`config.mk`:
```
export PLATFORM = sky130hd
export DESIGN_NAME = mult_stream_host
export DESIGN_NICKNAME = d
export VERILOG_FILES = /design/src/rtl/mult_host_pkg.sv /design/src/rtl/mult_operand_gen.sv /design/src/rtl/mult_stream_host.sv
export SDC_FILE = /design/constraint.sdc
export NUM_CORES = 1
export LEC_CHECK = 0
export ABC_AREA = 1
export BUFFER_PORTS_ARGS = -buffer_cell sky130_fd_sc_hd__buf_2
export CORE_UTILIZATION = 50
export DETAILED_ROUTE_END_ITERATION = 6
export PLACE_DENSITY = 0.68
export SYNTH_ARGS = -nofsm -noshare
export SYNTH_HDL_FRONTEND = slang
export SYNTH_HIERARCHICAL = 1
export SYNTH_SLANG_ARGS = --single-unit
```
`constraint.sdc`:
```
create_clock -name CLK -period 9.86 [get_ports CLK]
set_clock_uncertainty 0.15 [all_clocks]
set_input_delay 1.479 -clock CLK [delete_from_list [all_inputs] [get_ports CLK]]
set_output_delay 1.479 -clock CLK [all_outputs]
set_load 0.05 [all_outputs]
```
`src/rtl/mult_host_pkg.sv`:
```
// Shared types and constants for the multiply-stream self-test host.
package mult_host_pkg;

    localparam int CNT_W = 16;
    localparam int OP_W  = 8;

    localparam logic [CNT_W-1:0] NO_ERR_IDX = 16'hFFFF;

    typedef enum logic [1:0] {
        IDLE   = 2'd0,
        RUN    = 2'd1,
        FINISH = 2'd2
    } state_t;

endpackage

```
`src/rtl/mult_operand_gen.sv`:
```
// Maps a stream index to its operand word {a,b} and the expected unsigned product.
module mult_operand_gen
    import mult_host_pkg::*;
#(
    parameter logic [OP_W-1:0] B_XOR = 8'hFF,
    parameter logic [OP_W-1:0] A_OFS = 8'h00
) (
    input  logic [OP_W-1:0]   idx,
    output logic [2*OP_W-1:0] op,
    output logic [2*OP_W-1:0] expected
);

    logic [OP_W-1:0] a;
    logic [OP_W-1:0] b;

    assign a        = idx + A_OFS;
    assign b        = idx ^ B_XOR;
    assign op       = {a, b};
    assign expected = (2*OP_W)'(a) * (2*OP_W)'(b);

endmodule

```
`src/rtl/mult_stream_host.sv`:
```
// Self-test master for the 8x8 multiply stream: feeds operand words, drains and
// checks products, and reports error count, first failing index and watchdog abort.
module mult_stream_host
    import mult_host_pkg::*;
#(
    parameter logic [OP_W-1:0] B_XOR   = 8'hFF,
    parameter logic [OP_W-1:0] A_OFS   = 8'h00,
    parameter int              TIMEOUT = 1024
) (
    input  logic                CLK,
    input  logic                RST,
    input  logic                START,
    input  logic [CNT_W-1:0]    NUM,
    output logic                BUSY,
    output logic                DONE,
    output logic                TIMEOUT_ERR,
    output logic [CNT_W-1:0]    ERR_CNT,
    output logic [CNT_W-1:0]    FIRST_ERR_IDX,
    output logic [2*OP_W-1:0]   OP_DATA,
    output logic                OP_WR,
    input  logic                OP_FULL,
    input  logic [2*OP_W-1:0]   RES_DATA,
    input  logic                RES_VALID,
    input  logic                RES_EMPTY,
    output logic                RES_RD
);

    localparam int              WD_W    = $clog2(TIMEOUT + 1);
    localparam logic [WD_W-1:0] WD_LAST = WD_W'(TIMEOUT - 1);

    state_t            state;
    logic [CNT_W-1:0]  num_q;
    logic [CNT_W-1:0]  wr_idx;
    logic [CNT_W-1:0]  rd_cnt;
    logic [CNT_W-1:0]  chk_idx;
    logic [CNT_W-1:0]  err_cnt;
    logic [CNT_W-1:0]  first_err_idx;
    logic [WD_W-1:0]   wdog;
    logic              busy_q;
    logic              done_q;
    logic              timeout_q;

    logic [2*OP_W-1:0] wr_op;
    logic [2*OP_W-1:0] wr_exp;
    logic [2*OP_W-1:0] chk_op;
    logic [2*OP_W-1:0] chk_exp;
    logic              gen_unused;

    logic in_run;
    logic op_wr;
    logic res_rd;
    logic chk_pending;
    logic chk_hit;
    logic extra_word;
    logic mismatch;
    logic start_ok;
    logic wd_expire;

    function automatic logic [CNT_W-1:0] sat_inc(input logic [CNT_W-1:0] v);
        return (v == {CNT_W{1'b1}}) ? v : v + CNT_W'(1);
    endfunction

    mult_operand_gen #(.B_XOR(B_XOR), .A_OFS(A_OFS)) u_wr_gen (
        .idx      (wr_idx[OP_W-1:0]),
        .op       (wr_op),
        .expected (wr_exp)
    );

    mult_operand_gen #(.B_XOR(B_XOR), .A_OFS(A_OFS)) u_chk_gen (
        .idx      (chk_idx[OP_W-1:0]),
        .op       (chk_op),
        .expected (chk_exp)
    );

    // Each generator instance only needs half of its outputs.
    assign gen_unused = ^{wr_exp, chk_op};

    assign in_run      = (state == RUN);
    assign op_wr       = in_run & ~OP_FULL & (wr_idx < num_q);
    assign res_rd      = in_run & ~RES_EMPTY & (rd_cnt < num_q);
    assign chk_pending = (chk_idx < num_q);
    assign chk_hit     = RES_VALID & in_run & chk_pending;
    assign extra_word  = RES_VALID & ~chk_hit;
    assign mismatch    = chk_hit & (RES_DATA != chk_exp);
    assign start_ok    = START & ((state == IDLE) | (state == FINISH));
    assign wd_expire   = in_run & chk_pending & ~RES_VALID & (wdog == WD_LAST);

    always_ff @(posedge CLK or posedge RST) begin
        if (RST) begin
            state         <= IDLE;
            num_q         <= '0;
            wr_idx        <= '0;
            rd_cnt        <= '0;
            chk_idx       <= '0;
            err_cnt       <= '0;
            first_err_idx <= NO_ERR_IDX;
            wdog          <= '0;
            busy_q        <= 1'b0;
            done_q        <= 1'b0;
            timeout_q     <= 1'b0;
        end else begin
            case (state)
                IDLE, FINISH: begin
                    if (start_ok) begin
                        state     <= RUN;
                        num_q     <= NUM;
                        busy_q    <= 1'b1;
                        done_q    <= 1'b0;
                        timeout_q <= 1'b0;
                    end
                end
                RUN: begin
                    if (!chk_pending) begin
                        state  <= FINISH;
                        busy_q <= 1'b0;
                        done_q <= 1'b1;
                    end else if (wd_expire) begin
                        state     <= FINISH;
                        busy_q    <= 1'b0;
                        done_q    <= 1'b1;
                        timeout_q <= 1'b1;
                    end
                end
                default: begin
                    state  <= IDLE;
                    busy_q <= 1'b0;
                    done_q <= 1'b0;
                end
            endcase

            // Strobes and checks only fire in RUN, so they never collide with a restart.
            if (start_ok) begin
                wr_idx  <= '0;
                rd_cnt  <= '0;
                chk_idx <= '0;
            end else begin
                if (op_wr)   wr_idx  <= wr_idx + CNT_W'(1);
                if (res_rd)  rd_cnt  <= rd_cnt + CNT_W'(1);
                if (chk_hit) chk_idx <= chk_idx + CNT_W'(1);
            end

            // Extra words bump the count but never claim a first-failure index.
            if (start_ok) begin
                err_cnt       <= '0;
                first_err_idx <= NO_ERR_IDX;
            end else begin
                if (mismatch || extra_word) err_cnt <= sat_inc(err_cnt);
                if (mismatch && (first_err_idx == NO_ERR_IDX)) first_err_idx <= chk_idx;
            end

            if (start_ok || RES_VALID) wdog <= '0;
            else if (in_run && chk_pending) wdog <= wdog + WD_W'(1);
        end
    end

    assign BUSY          = busy_q;
    assign DONE          = done_q;
    assign TIMEOUT_ERR   = timeout_q;
    assign ERR_CNT       = err_cnt;
    assign FIRST_ERR_IDX = first_err_idx;
    assign OP_DATA       = wr_op;
    assign OP_WR         = op_wr;
    assign RES_RD        = res_rd;

endmodule

```
After elaboration in Yosys (flattened, before gate mapping):

Cells that the tools add are included.

* add/subtract/negate cells: 5
* multiply operators: 1
* magnitude comparators: 3
* equal/unequal tests: 11
* muxes and demuxes: 27
* bitwise gates (word level): 19
* reductions and logical operators: 17

Operators by type and width (count)
* $mux 16: 11
* $add 16x1->16 const B: 4
* $lt 16x16->1: 3
* $eq 16x16->1 const B: 2
* $mux 11: 2
* $mul 8x8->16: 1
* $ne 16x16->1: 1
* $not 8->8: 2
* $reduce_bool 2->1: 7
* $and 1x1->1: 12
* $add 11x1->11 const B: 1
* $eq 11x10->1 const B: 1
* $mux 1: 7
* $mux 2: 3
* $pmux 1 s2: 3
* $reduce_and 2->1: 3
* $ne 2x1->1 const B: 2
* $ne 2x2->1 const B: 2
* $not 1->1: 4
* $pmux 2 s2: 1
* $reduce_and 4->1: 1
* $ne 3x2->1 const B: 1
* $eq 2x1->1 const B: 1
* $eq 2x2->1 const B: 1
* 5 further kinds: 7

* flip-flop bits (word level): 112
* input port bits: 38
* output and inout bits: 53
* logic and storage cells: 94

Depth between registers and ports, before layout:

Gate-level depths: netlist of the first run.

* word-level depth: 8
* depth in mapped cells: 34
* depth with buffers taken out: 33

Modules after synthesis:

Netlist of the first run, hierarchy kept.

Modules (own cells, without submodules)
* mult_stream_host: times used 1, cells each 991, area each 7425.9 µm², seq. area each 2797.7 µm²
* mult_operand_gen (u_chk_gen): times used 1, cells each 313, area each 2173.3 µm², seq. area each 0.0 µm²
* mult_operand_gen (u_wr_gen): times used 1, cells each 311, area each 2162.1 µm², seq. area each 0.0 µm²

Least setup slack after synthesis of the first run:

OpenSTA, ideal clock, no wires.

* path kind: register to register
* start point: register chk_idx[7]
* end point: register err_cnt[4], in the netlist ERR_CNT[4]
* library setup time: 117 ps
* arrival time: 4818 ps
* data required time: 9593 ps
* slack: 4774 ps
* cell stages (with the launch flop): 29
* buffers on the path: 1
* clock period less this slack: 5086 ps
* cell sequence: dfrtp_1 inv_1 nand2_1 fa_1 fa_1 inv_1 fa_1 inv_1 fa_1 inv_1 ha_1 nand2_1 nand2_1 nand2_1 nand2_1 inv_1 nand2_1 xor2_1 xnor2_1 nand3_1 nor2_1 nand2_1 nor2_1 nand3_2 buf_4 nand3_1 nand2_1 nand2_1 nor2_1

* cells in the longest elaborated chain, start to end: 7
* elaborated cells on any way between the ends: 11
* classes of those cells: mul (1); order compare (1); eq/ne (1); bitwise (5); reduce/logical (3)

RTL lines
* start: declaration: line mult_stream_host.sv:35 `logic [CNT_W-1:0] chk_idx;`
* start signal: assignment: line mult_stream_host.sv:139 `if (chk_hit) chk_idx <= chk_idx + CNT_W'(1);`
* $not 8->8 (no line)
* net chk_op[7]: line mult_stream_host.sv:45 `logic [2*OP_W-1:0] chk_op;`
* $mul 8x8->16: line mult_operand_gen.sv:19 `assign expected = (2*OP_W)'(a) * (2*OP_W)'(b);`
* net chk_exp[10]: line mult_stream_host.sv:46 `logic [2*OP_W-1:0] chk_exp;`
* $ne 16x16->1: line mult_stream_host.sv:84 `assign mismatch = chk_hit & (RES_DATA != chk_exp);`
* $and 1x1->1: line mult_stream_host.sv:84
* $logic_or 1x1->1: line mult_stream_host.sv:147 `if (mismatch || extra_word) err_cnt <= sat_inc(err_cnt);`
* $reduce_bool 2->1 (no line)
* $reduce_and 2->1 (no line)
* end signal: assignment: line mult_stream_host.sv:147
* end: declaration: line mult_stream_host.sv:36 `logic [CNT_W-1:0] err_cnt;`

The timed path passes the listed nets, and every way through them passes these cells.
A chain may end at the register's enable or synchronous reset.

Worst setup path in the final report of the first run:

* start point: register chk_idx[5]
* end point: register err_cnt[0], in the netlist ERR_CNT[0]

Same word-level chain as after synthesis.

==> impl_results.md, run 1 <==
* Flop-to-flop setup slack at roughly 3.7 ns
* Clock buffer depth at 2
* Ant. Diodes at 0
* Period minus WS final at 6.20 ns
* Core area at roughly 19000 um2
* Worst endpoint required time at 9.93 ns
* Most common library cell in the layout ignoring fill and taps: nand2_1
* Routability cong. at between 0.9 and 1
* Clk sink count at 111
* RR Startpoint: chk_idx[5]
* CTS Buf Count at 9
* Io pins at 91
* Status: finished, final reports clean
* Worst slew pin tran at 1.02 ns
* Nets@finish at between 1500 and 2000
* Synth Instances at 1312
* RSZ-0062 raised after global routing: no
* Syn nets at around 1500
* Antenna violations before repair at 0
* Comb pwr share at 0.571
* Clock group share of total power at 0.147
* Min-delay worst type: flop to flop
* Crit end category: flop
* Crit path kind: flop to flop
* Final antenna-violating net count at 0
* Filler Cell Count at 1825
* Row cnt at 50
* DP Worst Slack at 3.67 ns
* Max FO, Critical Path at 14
* Worst Setup SP: chk_idx[5]
* Power Density at 238 nW/um2
* VDD IR max at 0.195 mV
* Switching Share at 0.522
* Global-route wire length before repair at 37500 um
* Die area at 19800 um2
* Starting density of the core at 0.513
* DRC viols at 0
* Sequential power share at 0.283
* Fmax at between 150 and 200 MHz
* Clock Root Buffer: clkbuf_16
* Final core occ at 0.557
* I/O Buffers at 90
* HPWL after detailed placement at 16600 um
* Worst Setup Slack, final at 3.66 ns
* Most frequent cells in the layout: 307 x nand2_1, 202 x inv_1, 149 x nor2_1
* Drt first pass iters at 6
* Vias at 8355
* Critical Path AT at 6.27 ns
* Placed Instance Area at 10200 um2
* Hold Crit Depth at 2
* Total Routing Usage GR at 0.234
* Period utilization at 0.629
* Vias per inst at between 5 and 6
* P_int at roughly 1.2 mW
* Max-slew headroom at 0.323
* Worst skew pair latency at 0.36 ns
* Final slew viol count at 0
* Largest net degree at the start of global routing at 80
* Mapped Area at 9630 um2
* Yosys warns at 6
* Setup_tns at 0 ns
* Worst-case reg-to-reg path depth at 24
* Mean cell area of the mapped netlist at 7.34 um2
* Design area at 10400 um2
* RR Endpoint: ERR_CNT[0]
* Final count of hold timing violations at 0
* Setup-failing EPs final at 0
* Synth-to-layout area growth at 8.47%
* Max Cap Viol at 0
* Net Sw Power at 1.30 mW
* DRT Wirelength at 22100 um
* Drt wl/cell at 13.7 um
* Total grt overflow at 0
* Vias in the first global route at 7724
* Static leakage power at 5.62 nW
* CTS resizes at 0
* DR iter-0 viols at a little under 600
* Clock-pin slew on the worst setup and hold paths at 0.08 ns
* CTS tree: built
* Crit start category: flop
* Hold_buf cts at 0
* Critical Path Sink: ERR_CNT[0]
* Vert. Die Dim at around 140 um
* H-tree levels at 3
* Die width at approximately 140 um
* Setup bufs post-CTS at 0
* Layout cells sized above 1 at 0.128
==> stage by stage <==
| stage | total power [mW] | hold WS, ns | cells |
|---|---|---|---|
| 6_report | 2.49 | 0.319 | 1619 |
| 2_1_floorplan | 1.84 | 0.314 | 1312 |
| 4_1_cts | 2.51 | 0.324 | 1619 |
| 3_5_place_dp | 2.14 | 0.307 | 1603 |
| 3_3_place_gp | 2.11 | 0.302 | 1603 |
| 5_1_grt | 2.71 | 0.343 | 1619 |
==> metal layers <==
metal	vias up	routed length, um	GRT usage
met5	-	0	0
met4	0	284	0.0532
met3	17	774	0.0289
met2	166	9950	0.370
met1	3878	11100	0.343
li1	4294	-	-
==> registers in the layout, indices dropped and copies added (netlist names) <==
register	flops
wdog	11
BUSY	1
state	2
chk_idx	16
wr_idx	16
TIMEOUT_ERR	1
FIRST_ERR_IDX	16
ERR_CNT	16
rd_cnt	16
num_q	16
==> final cells by class <==
cell class,count,area (um2),area share
Clock buffer,9,225,0.0216
Sequential cell,111,2800,0.268
Inverter,211,795,0.0761
Clock inverter,7,60.1,0.00575
Tap cell,234,293,0.0280
Multi-Input combinational cell,954,5800,0.555
Timing Repair Buffer,93,473,0.0453
==> critical path, cell delays in order (launching register included) <==
cell and delay [ns]:
dfrtp_1 0.64, clkinv_1 0.38, nand2_1 0.17, fa_1 0.47, fa_1 0.55, inv_1 0.05
fa_1 0.53, inv_1 0.05, fa_1 0.53, inv_1 0.04, ha_1 0.35, nand2_1 0.14
nor2_2 0.14, nand2_1 0.06, nand2_1 0.07, xor2_1 0.17, xnor2_1 0.13, nand3_1 0.08
nor2_1 0.23, nand2_1 0.08, nor2_1 0.30, nand3_2 0.32, nand2_1 0.20, xor2_1 0.15
nor2_1 0.05
==> power by group through the flow <==
stage	clock network (mW)	registers (mW)	logic, mW
after floorplan	0	0.827	1.01
final	0.365	0.704	1.42
after global routing	0.388	0.723	1.60
after CTS	0.373	0.705	1.43
after detailed placement	0	0.713	1.42
after global placement	0	0.711	1.39
==> worst min path at each step <==
| stage | from | to | slack (ns) |
|---|---|---|---|
| CTS | BUSY | BUSY | 0.32 |
| finish | BUSY | BUSY | 0.32 |
| detailed placement | BUSY | BUSY | 0.31 |
| floorplan | wdog[8] | wdog[8] | 0.31 |
| global route | BUSY | BUSY | 0.34 |
| global placement | BUSY | BUSY | 0.30 |
No activity file was read; power rests on OpenSTA's default activity.
==> run 2: changes to the inputs <==
--- a/config.mk
+++ b/config.mk
@@ -9,7 +9,7 @@
 export BUFFER_PORTS_ARGS = -buffer_cell sky130_fd_sc_hd__buf_2
 export CORE_UTILIZATION = 50
 export DETAILED_ROUTE_END_ITERATION = 6
-export PLACE_DENSITY = 0.68
+export PLACE_DENSITY = 0.71
 export SYNTH_ARGS = -nofsm -noshare
 export SYNTH_HDL_FRONTEND = slang
 export SYNTH_HIERARCHICAL = 1
==> constraint.sdc (replaced) <==
create_clock -name CLK -period 5.6 [get_ports CLK]
set_clock_uncertainty 0.15 [all_clocks]
set_input_delay 0.84 -clock CLK [delete_from_list [all_inputs] [get_ports CLK]]
set_output_delay 0.84 -clock CLK [all_outputs]
set_load 0.05 [all_outputs]
==> impl_results.md, run 2 (synthesized netlist as in run 1, its figures left out) <==
* Status: finished, final reports clean
* Static leakage power at between 5 and 6 nW
* Vert. Die Dim at 141 um
* Io pins at 91
* Total power at 4.60 mW
* I/O Buffers at 90
* Setup_tns at 0 ns
* Antenna violations before repair at 0
* Placed cells at 1623
* RSZ-0062 raised after global routing: yes
* Ant. Diodes at 0
* Nets@finish at around 1600
* Hold_buf cts at 0
* Fmax at between 150 and 200 MHz
* Synth-to-layout area growth at 12.6%
* CTS tree: built
* Crit end category: flop
* Global-route wire length before repair at between 30000 and 40000 um
* Total Routing Usage GR at 0.232
* Worst-case reg-to-reg path depth at 29
* Routability cong. at 0.890
* Max Cap Viol at 0
* HPWL after detailed placement at 16500 um
* Crit path kind: flop to flop
* Crit path largest cell delay at 0.54 ns
* Die width at 141 um
* Die area at roughly 20000 um2
* Most frequent cells in the layout: 302 x nand2_1, 199 x inv_1, 144 x nor2_1
* Final slew viol count at 0
* Clk sink count at 111
* Drt first pass iters at 5
* RR Endpoint: FIRST_ERR_IDX[5]
* Clock-pin slew on the worst setup and hold paths at 0.08 ns
* Largest net degree at the start of global routing at 80
* Hold Crit Depth at 2
* Worst skew pair latency at between 0.3 and 0.4 ns
* Clock buffer depth at 2
* Crit start category: flop
* H-tree levels at 3
* Min-delay worst type: flop to flop
* VDD IR max at 0.350 mV
* Final antenna-violating net count at 0
* Finished Layout Cells at 1647
* DR iter-0 viols at around 440
* Worst slew pin tran at 1.11 ns
* DRT Wirelength at 22300 um
* Core area at 18800 um2
* DRC viols at 0
* Critical Path AT at about 5.5 ns
* Clock Root Buffer: clkbuf_16
* Drt wl/cell at 13.5 um
* Row cnt at 50
* Starting density of the core at 0.513
* Slowest-stage cell, CP: fa_1
* CTS Buf Count at 9
* Total grt overflow at 0
* Min-delay src: BUSY
* Power Density at 425 nW/um2
* RR Startpoint: chk_idx[5]
* Most common library cell in the layout ignoring fill and taps: nand2_1
* Setup-failing EPs final at 0
* WHS at 0.321 ns
* Hold EP: BUSY
* Layout cells sized above 1 at 0.162
* Final core occ at 0.578
* Flop-to-flop setup slack at around 0.29 ns
* Period utilization at 0.948
* Max FO, Critical Path at 8
* Worst endpoint required time at 5.75 ns
* Cell repeated most along the worst path: nand2_1
* Final count of hold timing violations at 0
* Max-slew headroom at 0.254
* Vias at between 8000 and 9000
* Vias in the first global route at 7815
* Filler Cell Count at 1765
* Period minus WS final at 5.31 ns
* Vias per inst at 5.18
run 2: final cells by class:
cell class | instances | area [um2] | share of cell area
clock buffers | 9 | 225 | 0.0208
clock inverters | 7 | 71.3 | 0.00658
inverters | 211 | 798 | 0.0736
multi-input cells | 957 | 5990 | 0.553
flip-flops and latches | 111 | 2800 | 0.258
well taps | 234 | 293 | 0.0270
repair buffers | 118 | 661 | 0.0609
run 2: critical path: cells and delay by family, from the launching register on:
kind / cells / cell delay [ns]
AOI/OAI and AO/OA: 1 / 0.19
xor gates and xnor gates: 1 / 0.14
adders and majority gates: 5 / 2.12
buffers and inverters: 7 / 0.70
DFF: 1 / 0.44
and+or+nand+nor: 15 / 1.50
run 2: timing repair:
| action | CTS | global route |
|---|---|---|
| gates resized for setup | 6 | 30 |
| gates cloned | 3 | 0 |
| endpoints found under the setup margin | 29 | 32 |
| setup buffers | 0 | 5 |
| pin swaps | 3 | 12 |
run 2: per-stage QoR:
stage	cell area [um2]	worst slack [ns]
4_1_cts	10700	0.0575
3_3_place_gp	10300	-0.0689
3_5_place_dp	10300	-0.166
2_1_floorplan	9630	0.528
6_report	10800	0.290
5_1_grt	10800	-0.0446
run 2: worst max-delay path by stage:
stage | to | cells past startpoint | slack [ns] | startpoint
final | FIRST_ERR_IDX[5] | 29 | 0.29 | chk_idx[5]
after CTS | FIRST_ERR_IDX[13] | 27 | 0.06 | chk_idx[7]
after floorplan | ERR_CNT[4] | 28 | 0.53 | chk_idx[7]
after global placement | FIRST_ERR_IDX[8] | 27 | -0.07 | chk_idx[7]
after global routing | FIRST_ERR_IDX[8] | 32 | -0.04 | chk_idx[5]
after detailed placement | ERR_CNT[0] | 25 | -0.17 | chk_idx[7]
run 2: per-layer routing:
layer,track usage,vias up,routed length (um)
met1,0.324,3970,10800
met4,0.0366,0,105
met5,0,-,0
met2,0.380,178,10400
met3,0.0431,10,925
li1,-,4366,-
run 2: report_power, final:
part / total (mW) / internal [mW] / leakage [nW] / switching (mW)
Sequential: 1.22 / 1.04 / 1.44 / 0.182
Combinational: 2.73 / 0.858 / 4.15 / 1.87
Clock: 0.658 / 0.317 / 0.146 / 0.341
